File: src/rtl/bin2bcd_pkg.sv
// Shared types and constants for the sequential binary-to-BCD converter.
package bin2bcd_pkg;

  typedef enum logic [1:0] {
    IDLE  = 2'd0,
    SHIFT = 2'd1,
    DONE  = 2'd2
  } state_t;

  localparam int         BCD_DIGIT_W = 4;
  localparam logic [3:0] ADD3_THRESH = 4'd5;
  localparam logic [3:0] ADD3_VAL    = 4'd3;

  // Largest value representable in n BCD digits (10^n - 1).
  function automatic logic [31:0] ovf_limit(input int unsigned n);
    logic [31:0] p;
    p = 32'd1;
    for (int unsigned i = 0; i < n; i++) p = p * 32'd10;
    return p - 32'd1;
  endfunction

endpackage

File: src/rtl/bin2bcd_seq_add3.sv
// Double-dabble correction cell: nibbles of 5 or more get 3 added before the shift.
module bcd_add3
  import bin2bcd_pkg::*;
(
  input  logic [BCD_DIGIT_W-1:0] digit_i,
  output logic [BCD_DIGIT_W-1:0] digit_o
);

  always_comb begin
    digit_o = (digit_i >= ADD3_THRESH) ? digit_i + ADD3_VAL : digit_i;
  end

endmodule

File: src/rtl/bin2bcd_seq.sv
// Sequential binary-to-BCD converter, one input bit per clock; feeds 7-segment digit drivers.
module bin2bcd_seq
  import bin2bcd_pkg::*;
#(
  parameter int WIDTH  = 10,
  parameter int DIGITS = 4
) (
  input  logic                  clk,
  input  logic                  reset,
  input  logic                  start,
  input  logic [WIDTH-1:0]      bin,
  output logic                  busy,
  output logic                  done,
  output logic                  ovf,
  output logic [4*DIGITS-1:0]   bcd
);

  localparam int          BCD_W = BCD_DIGIT_W * DIGITS;
  localparam int          SH_W  = BCD_W + WIDTH;
  localparam int          CNT_W = $clog2(WIDTH + 1);
  localparam logic [31:0] LIMIT = ovf_limit(DIGITS);
  localparam logic [BCD_W-1:0] BCD_SAT = {DIGITS{4'h9}};

  state_t             state_q;
  logic [SH_W-1:0]    sh_q;
  logic [CNT_W-1:0]   cnt_q;
  logic               ovf_pend_q;
  logic               busy_q;
  logic               done_q;
  logic               ovf_q;
  logic [BCD_W-1:0]   bcd_q;

  logic [SH_W-1:0]    sh_corr;
  logic [SH_W-1:0]    sh_d;

  assign sh_corr[WIDTH-1:0] = sh_q[WIDTH-1:0];

  for (genvar g = 0; g < DIGITS; g++) begin : g_add3
    bcd_add3 u_add3 (
      .digit_i (sh_q[WIDTH + BCD_DIGIT_W*g +: BCD_DIGIT_W]),
      .digit_o (sh_corr[WIDTH + BCD_DIGIT_W*g +: BCD_DIGIT_W])
    );
  end

  assign sh_d = {sh_corr[SH_W-2:0], 1'b0};

  // Result registers load on the final shift so they are already valid in the DONE cycle.
  always_ff @(posedge clk or posedge reset) begin
    if (reset) begin
      state_q    <= IDLE;
      sh_q       <= '0;
      cnt_q      <= '0;
      ovf_pend_q <= 1'b0;
      busy_q     <= 1'b0;
      done_q     <= 1'b0;
      ovf_q      <= 1'b0;
      bcd_q      <= '0;
    end else begin
      done_q <= 1'b0;
      case (state_q)
        IDLE: begin
          if (start) begin
            sh_q       <= {{BCD_W{1'b0}}, bin};
            cnt_q      <= CNT_W'(WIDTH);
            ovf_pend_q <= (32'(bin) > LIMIT);
            busy_q     <= 1'b1;
            state_q    <= SHIFT;
          end
        end
        SHIFT: begin
          sh_q  <= sh_d;
          cnt_q <= cnt_q - CNT_W'(1);
          if (cnt_q == CNT_W'(1)) begin
            state_q <= DONE;
            done_q  <= 1'b1;
            ovf_q   <= ovf_pend_q;
            bcd_q   <= ovf_pend_q ? BCD_SAT : sh_d[SH_W-1 -: BCD_W];
          end
        end
        DONE: begin
          busy_q  <= 1'b0;
          state_q <= IDLE;
        end
        default: state_q <= IDLE;
      endcase
    end
  end

  assign busy = busy_q;
  assign done = done_q;
  assign ovf  = ovf_q;
  assign bcd  = bcd_q;

endmodule

File: config.mk
export PLATFORM = sky130hd
export DESIGN_NAME = bin2bcd_seq
export DESIGN_NICKNAME = d
export VERILOG_FILES = /design/src/rtl/bin2bcd_pkg.sv /design/src/rtl/bin2bcd_seq_add3.sv /design/src/rtl/bin2bcd_seq.sv
export SDC_FILE = /design/constraint.sdc
export NUM_CORES = 1
export LEC_CHECK = 0
export CAP_MARGIN = 15
export CORE_UTILIZATION = 35
export DETAILED_ROUTE_END_ITERATION = 10
export HOLD_SLACK_MARGIN = 0.05
export PLACE_DENSITY = 0.68
export SETUP_SLACK_MARGIN = 0.2
export SLEW_MARGIN = 20
export SYNTH_ARGS = -nofsm -noshare
export SYNTH_HDL_FRONTEND = slang
export SYNTH_SLANG_ARGS = --single-unit
File: constraint.sdc
create_clock -name clk -period 1.5 [get_ports clk]
set_clock_uncertainty 0.05 [all_clocks]
set_input_delay 0.225 -clock clk [delete_from_list [all_inputs] [get_ports clk]]
set_output_delay 0.225 -clock clk [all_outputs]
set_load 0.05 [all_outputs]
* Word-level counts from Yosys, hierarchy flattened
Cells that the tools add are included.
** Storage, ports and cells
- Bits in registers :: 50
- Bits of input ports :: 13
- Output and inout port bits :: 19
- Word-level logic and storage cells :: 42
** Cells by class
- Add/subtract/negate cells :: 5
- Order comparisons :: 4
- Equality and inequality tests :: 5
- Multiplexer cells :: 15
- Reduce and logical (&&, ||, !) cells :: 7
** Operators by type and width (count)
- $pmux 26 s2 :: 1
- $mux 26 :: 1
- $ge 4x3->1 const B :: 4
- $mux 4 :: 4
- $add 4x2->4 const B :: 3
- $pmux 4 s2 :: 1
- $reduce_and 2->1 :: 4
- $eq 4x1->1 const B :: 1
- $mux 2 :: 2
- $ne 2x2->1 const B :: 2
- $pmux 2 s2 :: 1
- $reduce_bool 2->1 :: 2
- $sub 4x1->4 const B :: 1
- $add 3x2->3 const B :: 1
- $mux 1 :: 3
- $mux 3 :: 1
- $eq 2x1->1 const B :: 1
- $eq 2x2->1 const B :: 1
- $logic_not 2->1 :: 1
- $pmux 1 s2 :: 1

* Longest topological paths before layout
- Depth after elaboration :: 3
- Mapped depth :: 8
- Gate-level depth less buffers :: 6

* Hierarchy
From an unflattened synthesis, not the netlist that was laid out.
** Unflattened totals
- Cell total of the unflattened synthesis :: 246
- Area total of the unflattened synthesis :: 2479.9 sq um
** Modules (own cells, without submodules)
- bin2bcd_seq :: instances 1, cells an instance 182, area each 2074.5 sq um, seq. area each 1251.2 sq um
- bcd_add3 :: instances 4, cells an instance 16, area each 101.3 sq um, seq. area each 0.0 sq um

* Worst setup path before layout
Ideal clock, no wire load.
- Kind :: register -> register
- From :: register sh_q[10]
- To :: register sh_q[12]
- Library setup time :: 0.083 ns
- Arrival time :: 1.449 ns
- Required time :: 1.367 ns
- Setup slack :: -0.081 ns
- Stages on the path, launching flop included :: 7
- Buffers on the path :: 0
- Path through :: dfrtp_1 inv_1 ha_1 nand2b_1 a21oi_1 mux2_2 o21ai_0
** Between the ends
- Word-level cells in the longest chain between the ends :: 3
** RTL lines
- start, declared :: RTL line bin2bcd_seq.sv:25 : logic [SH_W-1:0] sh_q;
- start signal, assigned :: RTL line bin2bcd_seq.sv:63 : sh_q <= {{BCD_W{1'b0}}, bin};
- $add 4x2->4 or $ge 4x3->1 (tied branches) :: RTL line bin2bcd_seq_add3.sv:10 : digit_o = (digit_i >= ADD3_THRESH) ? digit_i + ADD3_VAL : digit_i;
- $mux 4 (*) :: RTL line bin2bcd_seq_add3.sv:10
- $pmux 26 s2 (*) :: RTL line bin2bcd_seq.sv:60 : case (state_q)
Mark *: on every way between the ends. The rest lies on a longest branch, timed or not.
A chain may end at the register's enable or synchronous reset.

* Final worst setup path
- From :: register cnt_q[1]
- To :: register bcd_q[0], in the netlist bcd[0]
** Between the ends
- Word-level cells in the longest chain between the ends :: 2
** RTL lines
- start, declared :: RTL line bin2bcd_seq.sv:26 : logic [CNT_W-1:0] cnt_q;
- start signal, assigned :: RTL line bin2bcd_seq.sv:64 : cnt_q <= CNT_W'(WIDTH);
- start signal, assigned :: RTL line bin2bcd_seq.sv:72 : cnt_q <= cnt_q - CNT_W'(1);
- $eq 4x1->1 :: RTL line bin2bcd_seq.sv:73 : if (cnt_q == CNT_W'(1)) begin
- $reduce_and 2->1 (no line)
- end signal, assigned :: RTL line bin2bcd_seq.sv:77 : bcd_q <= ovf_pend_q ? BCD_SAT : sh_d[SH_W-1 -: BCD_W];
- end, declared :: RTL line bin2bcd_seq.sv:31 : logic [BCD_W-1:0] bcd_q;
Every way passes these cells.

==> flow_metrics.py <==
metrics = {
    "detailed_routing": {
        "drc": 10,
        "firstDrtPassIters": 7,
        "wl_per_cell_um": 16.41,
        "routed_via_density": 5.116,
        "drt_iter0_drc": 122,
        "final_antenna_net_count": 0,
        "drt_wl_total_mm": 6.500,
        "num_vias": 2026,
    },
    "pwr": {
        "seq_power_share_pct": 27.7,
        "ir_worst_vdd_uv": 1123,
        "p_leak_nw": 1.728,
        "p_per_area_nw_per_um2": 2368,
        "comb_power_share_pct": 63.4,
        "power.internal_mw": 5.383,
        "power_frac_clock_pct": 8.9,
        "power_switching_share_pct": 42.66,
        "power_switching_mw": 4.005,
        "power_mw": 9.387,
    },
    "clock_tree": {
        "cts_inserted_buffers": 5,
        "clockBufferDepth": 2,
        "cts.reportedPaths.clkPinSlew_ns": 0.09,
        "h-tree-depth": 2,
        "hold_buffers": 0,
        "clock_latency_ns": 0.31,
        "clock_sinks": 50,
        "cts-root-buf": "clkbuf_8",
        "tritoncts": "done",
    },
    "synth": {
        "synth_common_cells": "dfrtp_1 (50), nand2_1 (40), o21ai_0 (30)",
        "synth_cells": 235,
        "synth_edf_count": 0,
        "yosysTopAreaCell": "dfrtp_1",
        "ys_types": 28,
        "ys_warn_count": 0,
        "synthFlopType": "dfrtp_1",
        "synth-seq-cells": 50,
        "synthTopCellsByArea": "dfrtp_1 (53%), nand2_1 (6.4%), o21ai_0 (6.4%), ha_1 (5.3%), mux2i_1 (3.8%)",
        "syn_area_per_cell_sq_um": 10.03,
        "synthArstFlopShare_pct": 100.0,
        "ys_seq_area_share_pct": 53.08,
        "yosys.cell_count.top_type": "dfrtp_1",
        "syn_area_sq_um": 2357,
        "syn_nets": 258,
        "synth_top_area_share_pct": 53.08,
    },
    "status": {
        "violations": "DRC, setup timing",
        "status": "complete, but fails checks",
    },
    "timing": {
        "finalHoldViolations": 0,
        "setup_viol": 13,
        "slew_viol_final": 0,
        "min_period_ns": 1.555,
        "finalSetupTns_ns": -0.2021,
        "fin_ws_ns": -0.05474,
        "rsz0062_at_grt": "true",
        "fin_crit_sh_pct": 103.6,
        "timing.fmax_ghz": 0.6432,
    },
    "global_routing": {
        "antenna_found_initial": 0,
        "grt_max_degree": 28,
        "grt_pass1_vias": 1951,
        "grtUsageTotal_pct": 16.89,
        "grt_overflow": 0,
        "grt_pass1_wl_mm": 9.370,
    },
    "die": {
        "die_area_sq_um": 7067,
        "initial_utilization_pct": 36.70,
        "row_count": 29,
        "die_y_um": 84.07,
        "coreArea_sq_um": 6422,
        "io_pins": 32,
        "die_w_um": 84.07,
    },
    "setup_path": {
        "arrival_ns": 1.71,
        "reg2reg_to": "bcd[0]",
        "r2r-start": "cnt_q[1]",
        "cp-end-kind": "flop",
        "startpoint_type": "flop",
        "ff2ff_path_depth": 6,
        "ff2ff_setup_slack_ns": -0.05,
        "cp-startpoint": "cnt_q[1]",
        "path_max_fanout": 6,
        "path_class": "reg -> reg",
        "required_ns": 1.66,
    },
    "finish": {
        "fill_cells": 486,
        "fin_nets": 341,
        "drive_gt1_share_pct": 49.22,
        "n_antenna_cell": 0,
        "syn_to_final_growth_pct": 68.15,
    },
    "flow_run": {
        "drv_cap": 0,
    },
    "place": {
        "numPortBuffers": 30,
        "gp_congestion": 0.7900,
        "dp_hpwl_mm": 3.558,
    },
    "hold_path": {
        "hold_class": "in -> async",
    },
}
-- worst max path at each step --
stage,endpoint,cells past startpoint
4_1_cts,sh_q[20],5
6_report,bcd[0],6
3_3_place_gp,sh_q[7],5
3_5_place_dp,sh_q[4],5
2_1_floorplan,sh_q[20],6
5_1_grt,bcd[12],8
-- area by class of cell --
class / instances / area (sq um) / area share (%)
clock inverter: 1 / 5.005 / 0.1263
timing repair buffer: 87 / 1055 / 26.61
multi-input combinational: 160 / 1411 / 35.61
clock buffer: 7 / 86.33 / 2.178
sequential: 50 / 1254 / 31.63
inverter: 14 / 56.30 / 1.420
tap: 77 / 96.34 / 2.431
-- power groups by stage --
| stage | combinational (mW) | sequential, mW | clock, mW |
|---|---|---|---|
| after floorplan | 2.04 | 2.97 | 0 |
| after global placement | 4.07 | 2.47 | 0 |
| after detailed placement | 4.20 | 2.49 | 0 |
| after CTS | 5.07 | 2.51 | 0.837 |
| after global routing | 6.33 | 2.66 | 0.898 |
| final | 5.96 | 2.60 | 0.837 |
-- cell families (layout without fill, tap and decap cells) --
family / after synthesis / count (layout) / synth area share (%)
flops: 50 / 50 / 53.08
simple gates: 66 / 66 / 13.48
compound gates: 62 / 62 / 14.01
other cells: 1 / 1 / 0.1591
buf+inv: 25 / 109 / 4.936
fa+ha+maj: 10 / 10 / 5.308
mux: 16 / 16 / 7.166
xor+xnor: 5 / 5 / 1.858
-- critical path: stages (launching register included) --
cell	delay [ns]
dfrtp_1	0.40
inv_2	0.09
ha_4	0.12
nor3b_4	0.22
nand2_2	0.11
buf_6	0.15
mux2_4	0.29
-- metal layers --
metal  track usage, %  up-vias  wire [um]
met1            20.89     1016       2649
met3            3.660       13        160
met5                0        -          0
li1                 -      962          -
met4            6.270        0        172
met2            28.91       35       3519
-- cells in the final DEF, fill, tap and decap left out, types with 2 or more instances in the layout --
| cell type | instances |
|---|---|
| dfrtp_1 | 48 |
| nand2_1 | 33 |
| buf_4 | 31 |
| o21ai_1 | 26 |
| buf_12 | 22 |
| buf_6 | 19 |
| o21ai_2 | 12 |
| clkdlybuf4s50_1 | 12 |
| inv_2 | 9 |
| mux2i_1 | 9 |
| mux2_4 | 7 |
| nand2_2 | 7 |
| a21oi_1 | 7 |
| ha_4 | 6 |
| clkbuf_8 | 6 |
| nand2b_4 | 5 |
| a21oi_4 | 4 |
| nor3b_4 | 4 |
| nor3b_1 | 4 |
| inv_1 | 4 |
| nand3_1 | 4 |
| a22o_1 | 3 |
| a21oi_2 | 3 |
| o21ai_0 | 3 |
| ha_2 | 3 |
| xnor2_1 | 2 |
| xnor2_4 | 2 |
| o21ai_4 | 2 |
| nor3_4 | 2 |
| dfrtp_2 | 2 |
-- flip-flops by register name (all words and copies together) (netlist names) --
register,flops
sh_q,26
bcd,16
cnt_q,4
state_q,2
busy,1
done,1
-- timing repair --
| item | in CTS | in global routing |
|---|---|---|
| cloned | 2 | 0 |
| setup buffers | 22 | 13 |
| pin swaps | 17 | 15 |
| setup endpoints to repair | 40 | 47 |
| resized for setup | 63 | 49 |
-- stage by stage --
stage	util, %	hold WS, ns	setup WS, ns	instance area [sq um]	std cells
after floorplan	-	0.2174	0.04795	2494	235
after global placement	49.52	0.4130	-0.05498	3181	351
after detailed placement	49.52	0.4211	-0.09209	3181	351
after CTS	56.93	0.2105	-0.003891	3656	383
after global routing	61.72	0.2155	-0.1021	3964	396
final	61.72	0.1963	-0.05474	3964	396
No activity file was read; power rests on OpenSTA's default activity.
